**config.mk**
```make
export PLATFORM = sky130hd
export DESIGN_NAME = bos_power_seq
export DESIGN_NICKNAME = d
export VERILOG_FILES = /design/src/rtl/bos_power_seq.sv
export SDC_FILE = /design/constraint.sdc
export NUM_CORES = 1
export LEC_CHECK = 0
export BUFFER_PORTS_ARGS = -buffer_cell sky130_fd_sc_hd__buf_2
export CELL_PAD_IN_SITES_DETAIL_PLACEMENT = 1
export CELL_PAD_IN_SITES_GLOBAL_PLACEMENT = 2
export CORE_UTILIZATION = 30
export DETAILED_ROUTE_END_ITERATION = 7
export GPL_TIMING_DRIVEN = 0
export PLACE_DENSITY = 0.78
export SLEW_MARGIN = 25
export SYNTH_ARGS = -nofsm -noshare
export SYNTH_HDL_FRONTEND = slang
export SYNTH_SLANG_ARGS = --single-unit
export TNS_END_PERCENT = 1
```
**constraint.sdc**
```tcl
create_clock -name clk -period 2.6 [get_ports clk]
set_input_delay 0.26 -clock clk [delete_from_list [all_inputs] [get_ports clk]]
set_output_delay 0.26 -clock clk [all_outputs]
set_load 0.01 [all_outputs]
```
**src/rtl/bos_power_seq.sv**
```systemverilog
// bos_power_seq: turns power-up/down commands into ordered, time-spaced register writes
module bos_power_seq #(
    parameter int STEP_DELAY = 1000,
    parameter int CW = 16
) (
    input  logic       clk,
    input  logic       n_rst,
    input  logic       start_up,
    input  logic       start_down,
    input  logic       fault,
    output logic [7:0] master_data,
    output logic [8:0] valid_bus,
    output logic       busy,
    output logic       powered,
    output logic       done
);
    localparam logic [1:0] S_OFF = 2'd0, S_UP = 2'd1, S_ON = 2'd2, S_DOWN = 2'd3;
    localparam logic [CW-1:0] CNT_LAST = CW'(STEP_DELAY - 1);

    logic [1:0]    state_q, state_d;
    logic [2:0]    step_q, step_d;
    logic [CW-1:0] cnt_q, cnt_d;
    logic          wr_q, wr_d;
    logic [7:0]    md_q, md_d;
    logic [8:0]    vb_q, vb_d;
    logic          busy_q, powered_q, done_q, done_d;
    logic          abort, seq, wait_end, bit_v;
    logic [3:0]    ch;

    // Sequencing: a write cycle, then STEP_DELAY wait cycles per step; aborts jump to DOWN step 0
    always_comb begin
        abort    = start_down || fault;
        seq      = (state_q == S_UP) || (state_q == S_DOWN);
        wait_end = seq && !wr_q && (cnt_q == CNT_LAST);
        state_d  = state_q;
        step_d   = step_q;
        cnt_d    = cnt_q;
        wr_d     = 1'b0;
        done_d   = 1'b0;
        if (((state_q == S_UP) || (state_q == S_ON)) && abort) begin
            state_d = S_DOWN;
            step_d  = 3'd0;
            cnt_d   = '0;
            wr_d    = 1'b1;
        end else if ((state_q == S_OFF) && start_up && !fault) begin
            state_d = S_UP;
            step_d  = 3'd0;
            cnt_d   = '0;
            wr_d    = 1'b1;
        end else if (seq && wr_q) begin
            cnt_d = '0;
        end else if (wait_end && (step_q == 3'd4)) begin
            state_d = (state_q == S_UP) ? S_ON : S_OFF;
            step_d  = 3'd0;
            cnt_d   = '0;
            done_d  = 1'b1;
        end else if (wait_end) begin
            step_d = step_q + 3'd1;
            wr_d   = 1'b1;
        end else if (seq) begin
            cnt_d = cnt_q + 1'b1;
        end
    end

    // Table lookup for the upcoming write; down order is the up order reversed with each value inverted
    always_comb begin
        ch    = (state_d == S_UP) ? 4'd8 - {1'b0, step_d} : 4'd4 + {1'b0, step_d};
        bit_v = (state_d == S_UP) ? (step_d == 3'd2 || step_d == 3'd4)
                                  : (step_d == 3'd1 || step_d >= 3'd3);
        vb_d  = wr_d ? 9'(1) << ch : 9'd0;
        md_d  = wr_d ? {7'd0, bit_v} : 8'h00;
    end

    // State and registered outputs; reset drops any partial sequence
    always_ff @(posedge clk) begin
        if (!n_rst) begin
            state_q   <= S_OFF;
            step_q    <= 3'd0;
            cnt_q     <= '0;
            wr_q      <= 1'b0;
            md_q      <= 8'h00;
            vb_q      <= 9'd0;
            busy_q    <= 1'b0;
            powered_q <= 1'b0;
            done_q    <= 1'b0;
        end else begin
            state_q   <= state_d;
            step_q    <= step_d;
            cnt_q     <= cnt_d;
            wr_q      <= wr_d;
            md_q      <= md_d;
            vb_q      <= vb_d;
            busy_q    <= (state_d == S_UP) || (state_d == S_DOWN);
            powered_q <= state_d == S_ON;
            done_q    <= done_d;
        end
    end

    assign master_data = md_q;
    assign valid_bus   = vb_q;
    assign busy        = busy_q;
    assign powered     = powered_q;
    assign done        = done_q;
endmodule

```
==> results of run 1 <==
[power breakdown]
group	internal (mW)	switching, mW	leakage, nW
Sequential	0.587	0.0377	0.288
Combinational	0.193	0.309	0.671
Clock	0.179	0.186	0.0371
[sequential cells by signal, summed over array words and instances, names as in the netlist]
register	flops
busy	1
cnt_q	16
done	1
master_data	1
powered	1
state_q	2
step_q	3
valid_bus	9
wr_q	1
[layer usage]
layer  vias to the layer above  share of wire  track usage
met3                         5          0.024       0.0337
met1                       819           0.51        0.208
met4                         0          0.015       0.0536
met5                         -              0            0
met2                        22           0.45        0.216
li1                        832              -            -
[through the flow]
step / utilization / setup TNS (ns) / instances / hold WS (ns) / setup WS [ns]
6_report: 0.404 / -0.000745 / 332 / 0.281 / -0.000745
5_1_grt: 0.404 / -0.484 / 332 / 0.272 / -0.113
4_1_cts: 0.382 / 0 / 323 / 0.271 / 0.00222
3_5_place_dp: 0.353 / -1.85 / 311 / 0.482 / -0.344
3_3_place_gp: 0.353 / -1.80 / 311 / 0.466 / -0.280
2_1_floorplan: - / 0 / 219 / 0.378 / 0.0000862
[cell usage in the layout (no fill, tap or decap), types with 3 or more instances in the layout]
cell      synthesis  routed
dfxtp_1          35      26
buf_4             7      24
nor2_1           21      20
buf_2             2      18
a21oi_1          13      12
nand2_1          12      11
nand3_1          11      10
inv_1            11       9
ha_1             11       8
dfxtp_2           0       8
xor2_1            7       7
o21ai_0          10       7
conb_1            1       7
o21a_1            5       5
o211ai_1          5       5
xnor2_1           5       5
clkbuf_8          0       5
nand4_1           4       4
and3_1            4       4
and2_1            2       3
clkbuf_1          4       3
nor3_1            5       3
or3_1             3       3
ha_4              0       3
[critical path, stage by stage (launching register included)]
cell      delay [ns]
dfxtp_4         0.37
nor4b_4         0.26
buf_4           0.18
nand4_4         0.11
or4_4           0.56
a21oi_4         0.18
inv_2           0.09
ha_4            0.19
o21a_1          0.14
buf_4           0.14
o211ai_1        0.17
a21oi_1         0.08
[area by class of cell]
type | count | area [um^2] | share of cell area
buffer | 11 | 70.1 | 0.0290
tap | 75 | 93.8 | 0.0388
clock buffer | 6 | 72.6 | 0.0300
inverter | 11 | 41.3 | 0.0171
timing repair buffer | 34 | 213 | 0.0879
multi-input combinational | 160 | 1210 | 0.502
sequential | 35 | 714 | 0.295
[cell families after synthesis]
group / count (synthesis)
adder cells (fa/ha/maj): 11
buffers and inverters: 24
AO/OA/AOI/OAI: 43
AND/OR/NAND/NOR: 85
XOR/XNOR: 12
multiplexers: 2
other: 1
flip-flops: 35
[how the worst max path moves through the flow]
stage | from | endpoint | slack [ns] | cells after the start
after CTS | cnt_q[1]$_SDFFE_PP0P_ | master_data[0]$_SDFF_PP0_ | 0.002 | 10
after detailed placement | state_q[0]$_SDFF_PN0_ | valid_bus[2]$_SDFF_PP0_ | -0.34 | 11
after global routing | cnt_q[10]$_SDFFE_PP0P_ | valid_bus[1]$_SDFF_PP0_ | -0.11 | 10
final | cnt_q[10]$_SDFFE_PP0P_ | valid_bus[7]$_SDFF_PP0_ | -0.0007 | 11
after floorplan | state_q[1]$_SDFF_PN0_ | valid_bus[0]$_SDFF_PP0_ | 0.00009 | 13
after global placement | state_q[1]$_SDFF_PN0_ | valid_bus[0]$_SDFF_PP0_ | -0.28 | 13
[cells in the mapped netlist, drive strengths merged (7+ instances only)]
master,instances,area share
a21oi,13,0.034
buf,9,0.033
dfxtp,35,0.37
ha,11,0.073
inv,11,0.022
nand2,12,0.024
nand3,11,0.029
nor2,22,0.045
o21ai,11,0.029
xor2,7,0.032
[repair_timing]
action | 4_1_cts | 5_1_grt
cloned | 0 | 0
resized for setup | 19 | 19
setup endpoints to repair | 9 | 7
pin swaps | 7 | 12
buffers inserted | 8 | 9
==> PnR_summary.wiki, run 1 <==
{| class="wikitable"
! Metric !! Value
|-
| Cell Area, Synth || 1890 um^2
|-
| Number of flip-flops and latches in the synthesized netlist || 35
|-
| Maximum vdd ir drop || about 0.00037 V
|-
| GRT Total Usage || 0.148
|-
| Sink Count || 35
|-
| Number of vias in the routed layout || between 1.5k and 2k
|-
| Origin of the critical flop-to-flop path || cnt_q[10]$_SDFFE_PP0P_
|-
| Total chip power || roughly 1.5 mW
|-
| Remaining max-slew budget at the tightest pin || 0.435
|-
| Routed len/inst || about 14 um
|-
| Effective utilization at floorplan || 0.315
|-
| Dominant combinational cell family by area after synthesis || simple AND/OR/NAND/NOR gates
|-
| Worst-case register-to-register setup slack || -0.0007 ns
|-
| Violations in the final reports || setup timing
|-
| Crit path DAT || around 2.8 ns
|-
| CP endpoint kind || flop
|-
| Reg2reg end || valid_bus[7]$_SDFF_PP0_
|-
| Endpoints failing hold || 0
|-
| Routability Congestion || about 0.73
|-
| Setup clock skew after layout || roughly 0.0032 ns
|-
| Hold crit path type || primary input to flop
|-
| Category of the worst setup path launch point || flop
|-
| Die boundary height || about 80 um
|-
| CTS Hold Bufs || 0
|-
| Number of pins exceeding their max-slew limit in the final report || 0
|-
| Complex-gate fraction of the synthesized area || 0.148
|-
| PwrDens || 616 nW/um^2
|-
| TritonCTS clock tree || done
|-
| Sequential area share after synthesis || 0.371
|-
| Worst R2R Path Depth || 11
|-
| Synth Instances || 213
|-
| CTS buffer count || 5
|-
| Antenna violations before repair || 0
|-
| CP Max Fanout || 6
|-
| Worst Slack Setup Final || -0.000745 ns
|-
| Area added between synthesis and finish || 28.0%
|-
| Area after DPL || ~2100 um^2
|-
| Count of nets left with antenna violations after detail routing || 0
|-
| Fraction of final layout cells with drive strength greater than 1 || 0.339
|-
| Max Cap Viol || 0
|-
| Clock insertion delay at the later pin of the skew report || 0.28 ns
|-
| Row count || 28
|-
| Layout net count || 274
|-
| Vias/cell || just over 5
|-
| Synth Area in Simple Gates || 0.274
|-
| Via count of the first global-routing pass || 1534
|-
| Largest net degree at the start of global routing || 11
|-
| Port Buffers || 17
|-
| Source of the worst hold timing path || n_rst
|-
| Run status || finished, violations left
|-
| End point of the most critical hold path || state_q[1]$_SDFF_PN0_
|-
| Number of DRC violations after detailed routing || 0
|-
| Root buffer cell || clkbuf_8
|-
| CTS H-Tree Depth || 2
|-
| Antenna diode instance count || 0
|-
| Type of the setup path with the least slack || flop to flop
|-
| Post-CTS clock slew at the launch and capture registers of the worst setup and hold paths || approximately 0.07 ns
|-
| Area of the placeable core || roughly 6000 um^2
|-
| Number of fillers in the final layout || 702
|-
| Final setup violating endpoints || 1
|-
| Ys flop type || dfxtp_1
|-
| Netlist cell types || 46
|-
| Count of flip-flops with a built-in enable after synthesis || 0
|-
| Leakage power || 0.995 nW
|-
| Global-route wire length before repair || between 7 and 8 mm
|-
| Critical path data required time || roughly 2.8 ns
|-
| Area share of xor/xnor cells in the synthesized design || 0.0556
|-
| Violation count after the first detailed-route iteration || 48
|-
| Minimum clock period || 2.60 ns
|-
| Post-Route WL || between 4 and 5 mm
|-
| Fraction of synthesis flops using an asynchronous set or reset pin || 0
|-
| Number of primary I/O pins || 25
|-
| Post-Synth Adder-Cell Area || 0.0728
|-
| Final worst-path cycle share || 1.00
|-
| CTS Buffer Depth || 2
|-
| Max Freq || 385 MHz
|-
| Final std cell area, no fill || 2420 um^2
|-
| Transition time at the pin with the least slew margin || 0.841 ns
|-
| Drt first pass iters || 4
|-
| RSZ-0062 raised after global routing || true
|-
| Horizontal die dimension || 81.4 um
|-
| Die area || between 6000 and 7000 um^2
|-
| Yosys Warn Count || 0
|-
| Number of cells on the worst hold path || 2
|-
| Avg Inst Size Synth || 8.87 um^2
|-
| Proportion of synthesized area in mux cells || 0.0132
|-
| HPWL reported at the end of detailed placement || 3.33 mm
|-
| Global route overflow || 0
|}
Note: power is estimated with default switching activity, not from simulation.
==> run 2, diff against run 1 <==
--- a/config.mk
+++ b/config.mk
@@ -11,7 +11,7 @@
 export CORE_UTILIZATION = 30
 export DETAILED_ROUTE_END_ITERATION = 7
 export GPL_TIMING_DRIVEN = 0
-export PLACE_DENSITY = 0.78
+export PLACE_DENSITY_LB_ADDON = 0.12
 export SLEW_MARGIN = 25
 export SYNTH_ARGS = -nofsm -noshare
 export SYNTH_HDL_FRONTEND = slang
==> run 2 against run 1 <==
  * The run still ends with setup timing left
  * Maximum frequency shrank 0.32%
  * Cell count shrank 1.2%
  * Clock power grew 13%
  * Die area is the same
  * Clock skew grew 0.0029 ns
  * Power grew 1.6%
  * Sequential share of layout area grew 0.28 points
  * Core utilization shrank 0.52 points
  * Critical path type unchanged
  * Critical endpoint is now master_data[0]$_SDFF_PP0_
  * Highest routed layer unchanged
==> PnR_summary.wiki, run 2 (same netlist as run 1, synthesis figures left out) <==
{| class="wikitable"
! Metric !! Value
|-
| Endpoints failing hold || 0
|-
| CTS buffer count || 5
|-
| Root buffer cell || clkbuf_8
|-
| Antenna violations before repair || 0
|-
| Final std cell area, no fill || 2390 um^2
|-
| Total chip power || 1.51 mW
|-
| CTS Hold Bufs || 0
|-
| Effective utilization at floorplan || 0.315
|-
| Final setup violating endpoints || 1
|-
| Hold crit path type || primary input to flop
|-
| Die boundary height || 81.4 um
|-
| Critical path data required time || roughly 2.8 ns
|-
| Clock insertion delay at the later pin of the skew report || 0.29 ns
|-
| Run status || finished, violations left
|-
| Global-route track usage on met2 || 0.270
|-
| Antenna diode instance count || 0
|-
| Global Route met1 Usage || 0.192
|-
| Worst path bufs/invs || 1
|-
| HPWL reported at the end of detailed placement || 3.40 mm
|-
| Global-route track usage on met3 || 0.0337
|-
| Most used cells in the layout excluding fill and tap cells || dfxtp_1, nor2_1, buf_2, buf_4, a21oi_1
|-
| Row count || 28
|-
| Vias/cell || 4.91
|-
| CTS Buffer Depth || 2
|-
| Via count of the first global-routing pass || 1606
|-
| Leakage power || around 0.97 nW
|-
| Worst Slack Setup Final || -0.00916 ns
|-
| CP endpoint kind || flop
|-
| Area added between synthesis and finish || 26.4%
|-
| Setup clock skew after layout || 0.00609 ns
|-
| CP Max Fanout || 6
|-
| Die area || approximately 6600 um^2
|-
| Kind of cell adding the most delay to the critical path || simple AND/OR/NAND/NOR gates
|-
| Port Buffers || 17
|-
| Violations in the final reports || setup timing
|-
| Register name with the most flops || cnt_q
|-
| Number of DRC violations after detailed routing || 0
|-
| Layout net count || 269
|-
| Routed len/inst || approximately 14 um
|-
| Largest net degree at the start of global routing || 11
|-
| Horizontal die dimension || 81.4 um
|-
| RSZ-0062 raised after global routing || true
|-
| Number of pins exceeding their max-slew limit in the final report || 0
|-
| Type of the setup path with the least slack || flop to flop
|-
| Most common cell type on the critical path || ha_4
|-
| Crit path DAT || between 2 and 3 ns
|-
| Remaining max-slew budget at the tightest pin || 0.649
|-
| Category of the worst setup path launch point || flop
|-
| Fraction of final layout cells with drive strength greater than 1 || 0.332
|-
| Count of nets left with antenna violations after detail routing || 0
|-
| PwrDens || 634 nW/um^2
|-
| Post-Route WL || 4.73 mm
|-
| CP cell instances || ha_4, and4bb_2, nand4_4, or4_4, a21oi_4, inv_2, ha_4, o21a_4, a211o_1, and3_1
|-
| Global-route wire length before repair || 7.86 mm
|-
| Number of flip-flops in the largest register || 16
|-
| Number of vias in the routed layout || 1612
|-
| Transition time at the pin with the least slew margin || 0.526 ns
|-
| Worst-case setup slack after placement || -0.317 ns
|-
| Area of the placeable core || approximately 6000 um^2
|-
| Global route overflow || 0
|-
| Critical path's slowest cell || or4_4
|-
| Final worst-path cycle share || 1.00
|-
| Max Cap Viol || 0
|-
| Most Crowded Layer GR || met2
|-
| Drt first pass iters || 4
|-
| Routability Congestion || about 0.72
|-
| Commonest non-fill, non-tap cell in the layout || dfxtp_1
|-
| CTS H-Tree Depth || 2
|-
| Maximum vdd ir drop || 0.000381 V
|-
| Max Freq || around 380 MHz
|-
| Minimum clock period || 2.61 ns
|-
| TritonCTS clock tree || done
|-
| Slowest cell delay on critical path || 0.56 ns
|-
| Sink Count || 35
|-
| Post-CTS clock slew at the launch and capture registers of the worst setup and hold paths || roughly 0.070 ns
|-
| GRT Total Usage || 0.157
|-
| Violation count after the first detailed-route iteration || 50
|-
| Number of primary I/O pins || 25
|-
| Area after DPL || 2120 um^2
|}
-- run 2: changes by cell type in the layout (fill, tap and decap cells not counted), sizes merged --
| cell | previous run | this run |
|---|---|---|
| buf | 42 | 37 |
| clkinv | 0 | 1 |
-- run 2: metrics by stage --
stage / hold slack, ns / util / instances / setup TNS, ns
floorplan: 0.378 / - / 219 / 0
global placement: 0.470 / 0.353 / 311 / -1.67
detailed placement: 0.479 / 0.353 / 311 / -1.54
CTS: 0.260 / 0.382 / 323 / 0
global route: 0.277 / 0.398 / 328 / -0.428
finish: 0.267 / 0.398 / 328 / -0.00916
-- run 2: routing by layer --
layer | wire length [um] | vias to the layer above
li1 | - | 821
met1 | 2170 | 774
met2 | 2400 | 10
met3 | 91 | 7
met4 | 64 | 0
met5 | 0 | -
-- run 2: final cells by class --
| class | count | area, um^2 |
|---|---|---|
| Inverter | 11 | 41.3 |
| Clock buffer | 6 | 82.6 |
| Multi-Input combinational cell | 160 | 1200 |
| Sequential cell | 35 | 712 |
| Timing Repair Buffer | 29 | 179 |
| Clock inverter | 1 | 5.00 |
| Fill cell | 712 | 3600 |
| Buffer | 11 | 70.1 |
| Tap cell | 75 | 93.8 |
-- run 2: report_power, final --
group / switching [mW] / internal [mW] / total, mW
sequential: 0.0331 / 0.587 / 0.621
combinational: 0.302 / 0.178 / 0.480
clock: 0.206 / 0.208 / 0.414
-- run 2: worst reg2reg max path, cell delays in order (launching register included) --
cell and delay (ns):
dfxtp_2 0.37, ha_4 0.14, and4bb_2 0.31, nand4_4 0.12, or4_4 0.56, a21oi_4 0.18, inv_2 0.08, ha_4 0.19
o21a_4 0.13, a211o_1 0.25, and3_1 0.17
-- run 2: repair_timing --
item                                    CTS  global route
cloned                                    0             0
endpoints found under the setup margin    9            10
setup buffers                             7             5
resized for setup                        17            19
endpoints found under the hold margin     0             0
pin swaps                                 6             6
-- run 2: worst paths after layout --
kind                               from  cells past startpoint                   endpoint  slack (ns)
hold reg to reg   cnt_q[1]$_SDFFE_PP0P_                      2      cnt_q[1]$_SDFFE_PP0P_        0.50
setup / recovery  cnt_q[1]$_SDFFE_PP0P_                     10  master_data[0]$_SDFF_PP0_      -0.009
setup reg to reg  cnt_q[1]$_SDFFE_PP0P_                     10  master_data[0]$_SDFF_PP0_      -0.009
hold / removal                    n_rst                      2      state_q[1]$_SDFF_PN0_        0.27
==> run 3, diff against run 2 <==
--- a/config.mk
+++ b/config.mk
@@ -11,7 +11,7 @@
 export CORE_UTILIZATION = 30
 export DETAILED_ROUTE_END_ITERATION = 7
 export GPL_TIMING_DRIVEN = 0
-export PLACE_DENSITY_LB_ADDON = 0.12
+export PLACE_DENSITY = 0.83
 export SLEW_MARGIN = 25
 export SYNTH_ARGS = -nofsm -noshare
 export SYNTH_HDL_FRONTEND = slang
==> run 3 against run 2 <==
  * The run now ends clean
  * Sequential cell count did not move
  * Cell count rose by 1.2%
  * Combinational power rose by 3%
  * Via count rose by 3.9%
  * Critical path depth did not move
  * Non-clock buffer count rose by 3
  * Worst hold slack improved by 0.018 ns
  * Sequential power rose by 1%
  * Register-to-register slack barely moved
  * Sequential share of layout area fell by 0.40 points
  * Critical path type unchanged
==> PnR_summary.wiki, run 3 (same netlist as run 1, synthesis figures left out) <==
{| class="wikitable"
! Metric !! Value
|-
| Violation count after the first detailed-route iteration || 61
|-
| Number of flip-flops in the largest register || 16
|-
| Minimum clock period || between 2 and 3 ns
|-
| Final worst-path cycle share || 1.00
|-
| Horizontal die dimension || roughly 81 um
|-
| Number of fillers in the final layout || 715
|-
| Drt first pass iters || 4
|-
| Maximum vdd ir drop || ~0.00028 V
|-
| Root buffer cell || clkbuf_8
|-
| Antenna diode instance count || 0
|-
| Max Freq || 385 MHz
|-
| Die area || approximately 6600 um^2
|-
| Register name with the most flops || cnt_q
|-
| Transition time at the pin with the least slew margin || 0.856 ns
|-
| Number of vias in the routed layout || 1675
|-
| TritonCTS clock tree || done
|-
| Hold crit path type || primary input to flop
|-
| Antenna violations before repair || 0
|-
| Routability Congestion || 0.739
|-
| Origin of the critical flop-to-flop path || cnt_q[0]$_SDFFE_PP0P_
|-
| Port Buffers || 17
|-
| Accumulated negative setup slack || 0 ns
|-
| HPWL reported at the end of detailed placement || 3.34 mm
|-
| Vias/cell || 5.05
|-
| Category of the worst setup path launch point || flop
|-
| Non-Filler Instances || 332
|-
| Setup clock skew after layout || 0.00912 ns
|-
| Fraction of final layout cells with drive strength greater than 1 || 0.339
|-
| Crit path DAT || 2.79 ns
|-
| CP endpoint kind || flop
|-
| Area of the multi-input gates || around 1200 um^2
|-
| Area added between synthesis and finish || 28.5%
|-
| Clock insertion delay at the later pin of the skew report || between 0.2 and 0.3 ns
|-
| Remaining max-slew budget at the tightest pin || 0.426
|-
| Area of the placeable core || 5990 um^2
|-
| Sink Count || 35
|-
| CTS Buffer Depth || 2
|-
| Reg2reg end || master_data[0]$_SDFF_PP0_
|-
| Count of nets left with antenna violations after detail routing || 0
|-
| CP Max Fanout || 6
|-
| Number of primary I/O pins || 25
|-
| Post-CTS clock slew at the launch and capture registers of the worst setup and hold paths || roughly 0.07 ns
|-
| Via count of the first global-routing pass || 1643
|-
| Global-route wire length before repair || 8.00 mm
|-
| Most used cells in the layout excluding fill and tap cells || dfxtp_1, buf_4, nor2_1, buf_2, a21oi_1
|-
| Number of DRC violations after detailed routing || 0
|-
| Layout net count || approximately 270
|-
| Routed len/inst || around 14 um
|-
| Row count || 28
|-
| Commonest non-fill, non-tap cell in the layout || dfxtp_1
|-
| Final setup violating endpoints || 0
|-
| Leakage power || 0.975 nW
|-
| FF/Latch Area || 714 um^2
|-
| Largest net degree at the start of global routing || 11
|-
| Type of the setup path with the least slack || flop to flop
|-
| CTS buffer count || 5
|-
| Worst R2R Path Depth || 10
|-
| Critical path data required time || 2.79 ns
|-
| Source of the worst hold timing path || n_rst
|-
| GRT Total Usage || 0.159
|-
| Global route overflow || 0
|-
| Worst-case register-to-register setup slack || roughly 0.0008 ns
|-
| CTS H-Tree Depth || 2
|-
| Number of pins exceeding their max-slew limit in the final report || 0
|-
| RSZ-0062 raised after global routing || true
|-
| Max Cap Viol || 0
|-
| Post-Route WL || 4.81 mm
|-
| Effective utilization at floorplan || 0.315
|-
| End point of the most critical hold path || state_q[1]$_SDFF_PN0_
|-
| Run status || finished clean
|-
| Utilization after layout || 0.405
|-
| Endpoints failing hold || 0
|-
| Total instance count after detailed placement || 311
|-
| Die boundary height || 81.4 um
|-
| PwrDens || 641 nW/um^2
|-
| Number of cells on the worst hold path || 2
|}
## run 3: changes by cell type in the layout (fill, tap and decap cells not counted), sizes merged
cell	delta
clkbuf	+2
clkinv	-1
buf	+3
## run 3: worst max-delay path: stages (launching register included)
cell	delay [ns]
dfxtp_4	0.37
ha_4	0.14
and4bb_2	0.31
nand4_4	0.12
or4_4	0.57
a21oi_4	0.15
inv_2	0.08
ha_4	0.19
o21a_4	0.13
a211o_1	0.25
and3_1	0.18
## run 3: repair_timing
item | 4_1_cts | 5_1_grt
gates resized for setup | 21 | 14
endpoints found under the setup margin | 9 | 7
hold buffers | 0 | 0
buffers inserted | 13 | 2
pin swaps | 9 | 9
## run 3: area by class of cell
cell class                 instances  share of cell area
inverter                          11              0.0170
timing repair buffer              32              0.0814
clock buffer                       8              0.0412
sequential                        35               0.294
buffer                            11              0.0283
multi-input combinational        160               0.499
tap                               75              0.0386
## run 3: metrics by stage
| step | cell area (um^2) | worst slack [ns] | total power [mW] | hold WS [ns] |
|---|---|---|---|---|
| after floorplan | 1940 | 0.0000862 | 0.933 | 0.378 |
| after global placement | 2120 | -0.266 | 1.05 | 0.462 |
| final | 2430 | 0.000799 | 1.56 | 0.285 |
| after CTS | 2370 | 0.00392 | 1.55 | 0.266 |
| after global routing | 2430 | -0.0851 | 1.65 | 0.288 |
| after detailed placement | 2120 | -0.306 | 1.05 | 0.480 |
## run 3: metal layers
| metal | track usage | vias to the layer above | part of all wire |
|---|---|---|---|
| li1 | - | 825 | - |
| met1 | 0.215 | 820 | 0.48 |
| met2 | 0.253 | 24 | 0.48 |
| met3 | 0.0303 | 6 | 0.025 |
| met4 | 0.0536 | 0 | 0.015 |
| met5 | 0 | - | 0 |
## run 3: power breakdown
group	switching (mW)	internal, mW
Clock	0.194	0.242
Combinational	0.304	0.189
Sequential	0.0375	0.590
Total	0.535	1.02
## run 3: worst max path at each step
stage                                     end              startpoint  slack [ns]
global route        master_data[0]$_SDFF_PP0_  cnt_q[11]$_SDFFE_PP0P_       -0.09
global placement      valid_bus[2]$_SDFF_PP0_   state_q[1]$_SDFF_PN0_       -0.27
finish              master_data[0]$_SDFF_PP0_   cnt_q[0]$_SDFFE_PP0P_      0.0008
CTS                 master_data[0]$_SDFF_PP0_   cnt_q[0]$_SDFFE_PP0P_       0.004
floorplan             valid_bus[0]$_SDFF_PP0_   state_q[1]$_SDFF_PN0_     0.00009
detailed placement    valid_bus[3]$_SDFF_PP0_   state_q[1]$_SDFF_PN0_       -0.31
